===== src/rtl/dff_async_pkg.sv =====
// Shared defaults and helpers for the stallable register pipeline.
package dff_async_pkg;

  localparam int DEFAULT_WIDTH = 8;
  localparam int DEFAULT_DEPTH = 3;

  // The occupancy count must represent every value from 0 to depth.
  function automatic int clog2_cnt(input int depth);
    return (depth < 1) ? 1 : $clog2(depth + 1);
  endfunction

endpackage


===== src/rtl/dff_async_stage.sv =====
// One pipeline stage: valid and data flops that load from upstream whenever the stage advances.
module dff_async_stage
  import dff_async_pkg::*;
#(
  parameter int               WIDTH     = DEFAULT_WIDTH,
  parameter logic [WIDTH-1:0] RESET_VAL = '0
) (
  input  logic             clk,
  input  logic             rst_ni,
  input  logic             adv_i,
  input  logic             flush_i,
  input  logic             v_i,
  input  logic [WIDTH-1:0] d_i,
  output logic             v_o,
  output logic [WIDTH-1:0] d_o
);

  logic             v_q, v_d;
  logic [WIDTH-1:0] d_q, d_d;

  always_comb begin
    v_d = v_q;
    d_d = d_q;
    if (flush_i) begin
      v_d = 1'b0;
      d_d = RESET_VAL;
    end else if (adv_i) begin
      v_d = v_i;
      // Data only moves with a real word; bubbles leave the previous contents in place.
      if (v_i) begin
        d_d = d_i;
      end
    end
  end

  always_ff @(posedge clk or negedge rst_ni) begin
    if (!rst_ni) begin
      v_q <= 1'b0;
      d_q <= RESET_VAL;
    end else begin
      v_q <= v_d;
      d_q <= d_d;
    end
  end

  assign v_o = v_q;
  assign d_o = d_q;

endmodule


===== src/rtl/dff_async_pipe.sv =====
// Multi-stage valid/ready register pipeline with bubble collapse, flush and occupancy count.
module dff_async_pipe
  import dff_async_pkg::*;
#(
  parameter int               WIDTH     = DEFAULT_WIDTH,
  parameter int               DEPTH     = DEFAULT_DEPTH,
  parameter logic [WIDTH-1:0] RESET_VAL = '0
) (
  input  logic                          clk,
  input  logic                          reset,
  input  logic                          i_flush,
  input  logic                          i_valid,
  output logic                          o_ready,
  input  logic [WIDTH-1:0]              i_d,
  output logic                          o_valid,
  input  logic                          i_ready,
  output logic [WIDTH-1:0]              o_q,
  output logic [WIDTH-1:0]              o_qb,
  output logic [clog2_cnt(DEPTH)-1:0]   o_count
);

  localparam int CW = clog2_cnt(DEPTH);

  // Index 0 is the upstream input; index k+1 is the output of stage k.
  logic [DEPTH:0]            v_chain;
  logic [DEPTH:0][WIDTH-1:0] d_chain;
  logic [DEPTH-1:0]          adv;
  logic                      in_xfer;
  logic                      out_xfer;
  logic [CW-1:0]             count_q, count_d;

  assign v_chain[0] = i_valid;
  assign d_chain[0] = i_d;

  // A stage advances if it or any stage downstream of it is empty, or the sink is ready.
  always_comb begin
    logic acc;
    acc = i_ready;
    adv = '0;
    for (int k = DEPTH - 1; k >= 0; k--) begin
      acc    = acc | ~v_chain[k+1];
      adv[k] = acc;
    end
  end

  for (genvar gi = 0; gi < DEPTH; gi++) begin : g_stage
    dff_async_stage #(
      .WIDTH     (WIDTH),
      .RESET_VAL (RESET_VAL)
    ) u_stage (
      .clk     (clk),
      .rst_ni  (reset),
      .adv_i   (adv[gi]),
      .flush_i (i_flush),
      .v_i     (v_chain[gi]),
      .d_i     (d_chain[gi]),
      .v_o     (v_chain[gi+1]),
      .d_o     (d_chain[gi+1])
    );
  end

  assign in_xfer  = i_valid & adv[0];
  assign out_xfer = v_chain[DEPTH] & i_ready;

  always_comb begin
    count_d = count_q;
    if (i_flush) begin
      count_d = '0;
    end else if (in_xfer && !out_xfer) begin
      count_d = count_q + CW'(1);
    end else if (out_xfer && !in_xfer) begin
      count_d = count_q - CW'(1);
    end
  end

  always_ff @(posedge clk or negedge reset) begin
    if (!reset) begin
      count_q <= '0;
    end else begin
      count_q <= count_d;
    end
  end

  assign o_ready = adv[0];
  assign o_valid = v_chain[DEPTH];
  assign o_q     = d_chain[DEPTH];
  assign o_qb    = ~d_chain[DEPTH];
  assign o_count = count_q;

endmodule

===== config.mk =====
export PLATFORM = sky130hd
export DESIGN_NAME = dff_async_pipe
export DESIGN_NICKNAME = d
export VERILOG_FILES = /design/src/rtl/dff_async_pkg.sv /design/src/rtl/dff_async_stage.sv /design/src/rtl/dff_async_pipe.sv
export SDC_FILE = /design/constraint.sdc
export NUM_CORES = 1
export LEC_CHECK = 0
export ABC_AREA = 1
export CAP_MARGIN = 40
export CORE_MARGIN = 2
export CORE_UTILIZATION = 50
export DETAILED_ROUTE_END_ITERATION = 12
export PLACE_DENSITY = 0.82
export SYNTH_ARGS = -nofsm -noshare
export SYNTH_HDL_FRONTEND = slang
export SYNTH_HIERARCHICAL = 1
export SYNTH_SLANG_ARGS = --single-unit

===== constraint.sdc =====
create_clock -name clk -period 1.17 [get_ports clk]
set_input_delay 0.2925 -clock clk [delete_from_list [all_inputs] [get_ports clk]]
set_output_delay 0.2925 -clock clk [all_outputs]
set_load 0.05 [all_outputs]

==> run metrics, run 1 <==
num ports 33; Crit Path Max Fanout 3; number of H-tree levels 2; Die Height 59.1 microns; clk_lat worst skew 330 ps; DP Worst Slack -343 ps; Post-synth EDFFs 0; Power, Total between 2 and 2.5 mW; VDD IR max between 0.7 and 0.8 mV; clock network power share between 20% and 30%; vias in the first global route 1373; Int Pwr ~1.7 mW; CP startpoint kind flip-flop; fin. max-slew vios 0; Worst Slack Setup Final -235 ps; drt total wl between 4000 and 5000 microns; sequential area share after synthesis a little under half; sw power between 0.7 and 0.8 mW; Starting Density a little over half; flops & latches, synth 29; synthesized area around 1500 sq um; area share of the leading cell type in the synthesized netlist ~48%; failing checks negative setup slack; largest net degree at the start of global routing 30; DRC Markers 0; Clock Pin Slew Worst Setup and Hold Paths around 90 ps; gp weighted congestion approximately 0.84; Final Setup Violations 39; DP HPWL about 2300 microns; Worst-Margin Slew roughly 540 ps; vias per cell roughly 5.3; status complete, but fails checks; PortBufs 32; Syn Inst Count slightly above 200; top-count cell post-synth nand2_1; layout cells sized above 1 between 30% and 40%; Die Width between 50 and 60 microns; Clock Path Buffers 2; Final Hold Fails 0; share of total power in sequential cells roughly 45%; worst relative slew slack 63.8%; top post-synthesis cells by area dfrtp_1, nand2_1, nand3_1; Syn Area/Cell between 7 and 8 sq um; synth unique cells 13; worst path required time ~900 ps; drt first pass iters 4; Leak between 1 and 1.5 nW; Combinational Power Share between 20% and 30%; clk sink count 29; ant diodes 0; Hold Path Class in -> async; Post-synth top cells nand2_1, inv_1, nor2_1; grt ovf 0; wire per inst between 10 and 15 microns; FMAX 0.712 GHz; CTS tree built; CTS buffer count 5; Worst Setup End Kind primary output; area grow syn2layout 61.1%; ys flop type dfrtp_1; max_cap viols 0; worst hold margin just over 300 ps; Die ar. 3490 sq um; crit path time final between 1000 and 1500 ps; Switching Fraction between 30% and 40%; ys async rst share 100%; vias 1573; Total Routing Usage GR around 22%; Crit Path Class reg -> out; Tcrit/Tclk final 120%; initial antenna violation count 0; Clock Tree Root clkbuf_4; CORE AREA 2830 sq um; Synthesis Warnings 6; fin nets between 200 and 300; Worst EP arrival 1110 ps; first-pass GRT wire length 5750 microns; Yosys top cell by area dfrtp_1; syn_nets 217; DR iter-0 viols 75; row cnt 19; Post-Route Skew ~8.1 ps; remaining antenna violation count 0; Power Dens Cells 1020 nW/um^2; RSZ-0062 raised after global routing true
-- power by group through the flow --
| stage | Clock [mW] | Combinational (mW) | Sequential (mW) |
|---|---|---|---|
| global route | 0.711 | 0.771 | 1.13 |
| global placement | 0 | 0.605 | 1.14 |
| floorplan | 0 | 0.230 | 1.20 |
| detailed placement | 0 | 0.618 | 1.14 |
| CTS | 0.639 | 0.654 | 1.12 |
| finish | 0.637 | 0.724 | 1.12 |
-- final cells by class --
type                            instances  area [sq um]
Inverter                               40           150
Tap cell                               31          38.8
Sequential cell                        29           737
Fill cell                             137           382
Timing Repair Buffer                   53           762
Multi-Input combinational cell        135           701
Clock buffer                            8          58.8
-- layer usage --
| metal | routed length (microns) | part of all wire [%] | vias up | track usage [%] |
|---|---|---|---|---|
| li1 | - | - | 748 | - |
| met1 | 1550 | 36 | 727 | 25.0 |
| met2 | 2270 | 53 | 75 | 37.6 |
| met3 | 225 | 5.2 | 23 | 7.21 |
| met4 | 241 | 5.6 | 0 | 11.0 |
| met5 | 0 | 0 | - | 0 |
-- final timing paths --
check	startpoint	end	slack, ps	depth (start not counted)
setup / recovery	g_stage[1].u_stage/v_o$_DFFE_PN0P_	o_ready	-240	2
hold / removal	reset	g_stage[1].u_stage/d_o[2]$_DFFE_PN0P_	310	2
setup reg to reg	g_stage[1].u_stage/v_o$_DFFE_PN0P_	o_count[0]$_DFFE_PN0P_	-180	8
hold reg to reg	g_stage[1].u_stage/d_o[7]$_DFFE_PN0P_	g_stage[1].u_stage/d_o[7]$_DFFE_PN0P_	520	2
max in group asynchronous	reset	g_stage[2].u_stage/d_o[3]$_DFFE_PN0P_	680	2
min in group clk	g_stage[1].u_stage/d_o[7]$_DFFE_PN0P_	g_stage[1].u_stage/d_o[7]$_DFFE_PN0P_	520	2
-- cell usage in the layout (no fill, tap or decap), drive strengths merged --
master	n
dlygate4sd2	1
nand4	4
dfrtp	29
inv	39
clkdlybuf4s50	11
o21ai	3
nor2	30
nand2	70
clkinv	1
buf	41
nand3	28
clkbuf	8
-- critical path: stages, from the launching register on --
cell and delay [ps]:
dfrtp_1 460, nand4_4 150, buf_12 170
-- cell families after synthesis --
kind of cell	Yosys count	share of synthesized area (%)
AOI/OAI and AO/OA	3	0.988
DFF	29	47.8
and+or+nand+nor	129	39.1
buffers and inverters	43	12.1
-- registers in the layout, indices dropped and copies added (netlist names) --
| register | cells |
|---|---|
| g_stage.u_stage/d_o | 24 |
| g_stage.u_stage/v_o | 3 |
| o_count | 2 |
-- through the flow --
stage	util (%)	area [sq um]	setup TNS, ps	std cells
after floorplan	-	1530	-2240	204
after global placement	77.3	2190	-7270	273
after detailed placement	77.3	2190	-8440	273
after CTS	82.0	2320	-1930	288
after global routing	86.5	2450	-5920	296
final	86.5	2450	-4080	296
-- repair_timing --
item / CTS / global route
gates resized for setup: 14 / 20
pin swaps: 1 / 4
endpoints found under the setup margin: 22 / 48
hold buffers: 0 / 0
gates cloned: 1 / 2
buffers inserted: 6 / 6
(Power assumes the default switching activity.)
==> run 2, diff against run 1 <==
--- a/config.mk
+++ b/config.mk
@@ -11,6 +11,7 @@
 export CORE_UTILIZATION = 50
 export DETAILED_ROUTE_END_ITERATION = 12
 export PLACE_DENSITY = 0.82
+export RECOVER_POWER = 100
 export SYNTH_ARGS = -nofsm -noshare
 export SYNTH_HDL_FRONTEND = slang
 export SYNTH_HIERARCHICAL = 1
==> run metrics, run 2 (synthesis results as in run 1) <==
Tcrit/Tclk final 120%; initial antenna violation count 0; Die Height roughly 59 microns; most common cell after layout, fill and taps aside nand2_1; Power Dens Cells 1020 nW/um^2; RSZ-0062 raised after global routing true; most frequent cells in the layout nand2_1, nor2_1, nand3_1; Final Hold Fails 0; worst hold margin 521 ps; Hold Path Class reg -> reg; drt first pass iters 4; Placed Cells approximately 270; DP HPWL 2250 microns; worst r2r src g_stage[2].u_stage/v_o$_DFFE_PN0P_; CP startpoint kind flip-flop; area grow syn2layout 60.1%; clk_lat worst skew 330 ps; Die Width 59.1 microns; largest net degree at the start of global routing 30; Util after Layout 86.0%; HP Start g_stage[0].u_stage/d_o[1]$_DFFE_PN0P_; Crit Path Class reg -> out; CTS Hold Buffers Added 0; Worst R2R Path Depth 6; worst relative slew slack 52.6%; vias in the first global route about 1400; ant diodes 0; status complete, but fails checks; max_cap viols 0; Worst Setup End Kind primary output; Starting Density a little over half; CTS buffer count 5; number of H-tree levels 2; worst path required time roughly 880 ps; CORE AREA 2830 sq um; Cell Area, Placed ~2200 sq um; drt total wl around 4300 microns; failing checks negative setup slack; fin. max-slew vios 0; wire per inst around 14 microns; PortBufs 32; layout cells sized above 1 a little over a third; CTS tree built; setup_tns -4060 ps; Clock Pin Slew Worst Setup and Hold Paths roughly 80 ps; first-pass GRT wire length about 5800 microns; Largest register FFs 24; row cnt 19; clk sink count 29; remaining antenna violation count 0; layout filler cell count between 100 and 150; DRC Markers 0; final instance area around 2400 sq um; Worst EP arrival 1110 ps; Leak approximately 1.3 nW; VDD IR max ~0.73 mV; final std cells w/o fill approximately 300; Power, Total roughly 2.5 mW; gp weighted congestion roughly 0.84; Crit Path Max Fanout 3; crit path time final between 1000 and 1500 ps; DP Worst Slack -343 ps; Clock Path Buffers 2; Die ar. around 3500 sq um; Total Routing Usage GR between 20 and 25%; grt ovf 0; Clock Tree Root clkbuf_4; Worst-Margin Slew slightly above 700 ps; vias 1555; Final Setup Violations 39; Worst Slack Setup Final -235 ps; Hold Crit Depth 2; Critical Path Source g_stage[1].u_stage/v_o$_DFFE_PN0P_; fin nets around 280; DR iter-0 viols just over 80; num ports 33; Post-Route Skew roughly 9 ps; FMAX approximately 0.71 GHz; vias per cell approximately 5.3
==> run 2: cell types whose count changed in the layout (fill, tap and decap cells not counted), sizes merged <==
cell           before  now
buf                41   40
clkbuf              8    9
clkdlybuf4s50      11   10
dlygate4sd3         0    1
==> run 2: worst max-delay path, stage by stage (launching register included) <==
cell	delay (ps)
dfrtp_1	460
nand4_4	150
buf_12	170
==> run 2: layout make-up <==
cell class                      instances  area, sq um  share of cell area (%)
Timing Repair Buffer                   53          747                    30.7
Clock buffer                            8         58.8                    2.42
Tap cell                               31         38.8                    1.59
Sequential cell                        29          737                    30.3
Inverter                               40          150                    6.17
Multi-Input combinational cell        135          701                    28.8
==> run 2: path summary, 6_finish.rpt <==
kind	to	slack, ps
worst min register to register	g_stage[0].u_stage/d_o[1]$_DFFE_PN0P_	520
worst max-delay path	o_ready	-230
worst min-delay path	g_stage[0].u_stage/d_o[1]$_DFFE_PN0P_	520
min in group asynchronous	g_stage[1].u_stage/d_o[2]$_DFFE_PN0P_	540
worst max register to register	g_stage[1].u_stage/d_o[5]$_DFFE_PN0P_	-170
max in group asynchronous	g_stage[2].u_stage/d_o[3]$_DFFE_PN0P_	130
==> run 2: routing by layer <==
metal	vias to the layer above	track usage (%)	wire length (microns)	share of wire, %
met5	-	0	0	0
met4	0	11.0	227	5.3
met3	22	7.21	247	5.8
met2	73	37.6	2280	53
met1	715	25.0	1510	35
li1	745	-	-	-
==> run 2: power by group <==
part	total [mW]	internal (mW)	switching, mW
Sequential	1.12	1.07	0.0561
Combinational	0.716	0.327	0.389
Clock	0.636	0.296	0.340
Total	2.48	1.69	0.784
==> run 2: what timing repair did <==
item,4_1_cts,5_1_grt
endpoints found under the setup margin,22,48
setup buffers,6,6
cloned,1,2
pin swaps,1,4
gates resized for setup,14,20
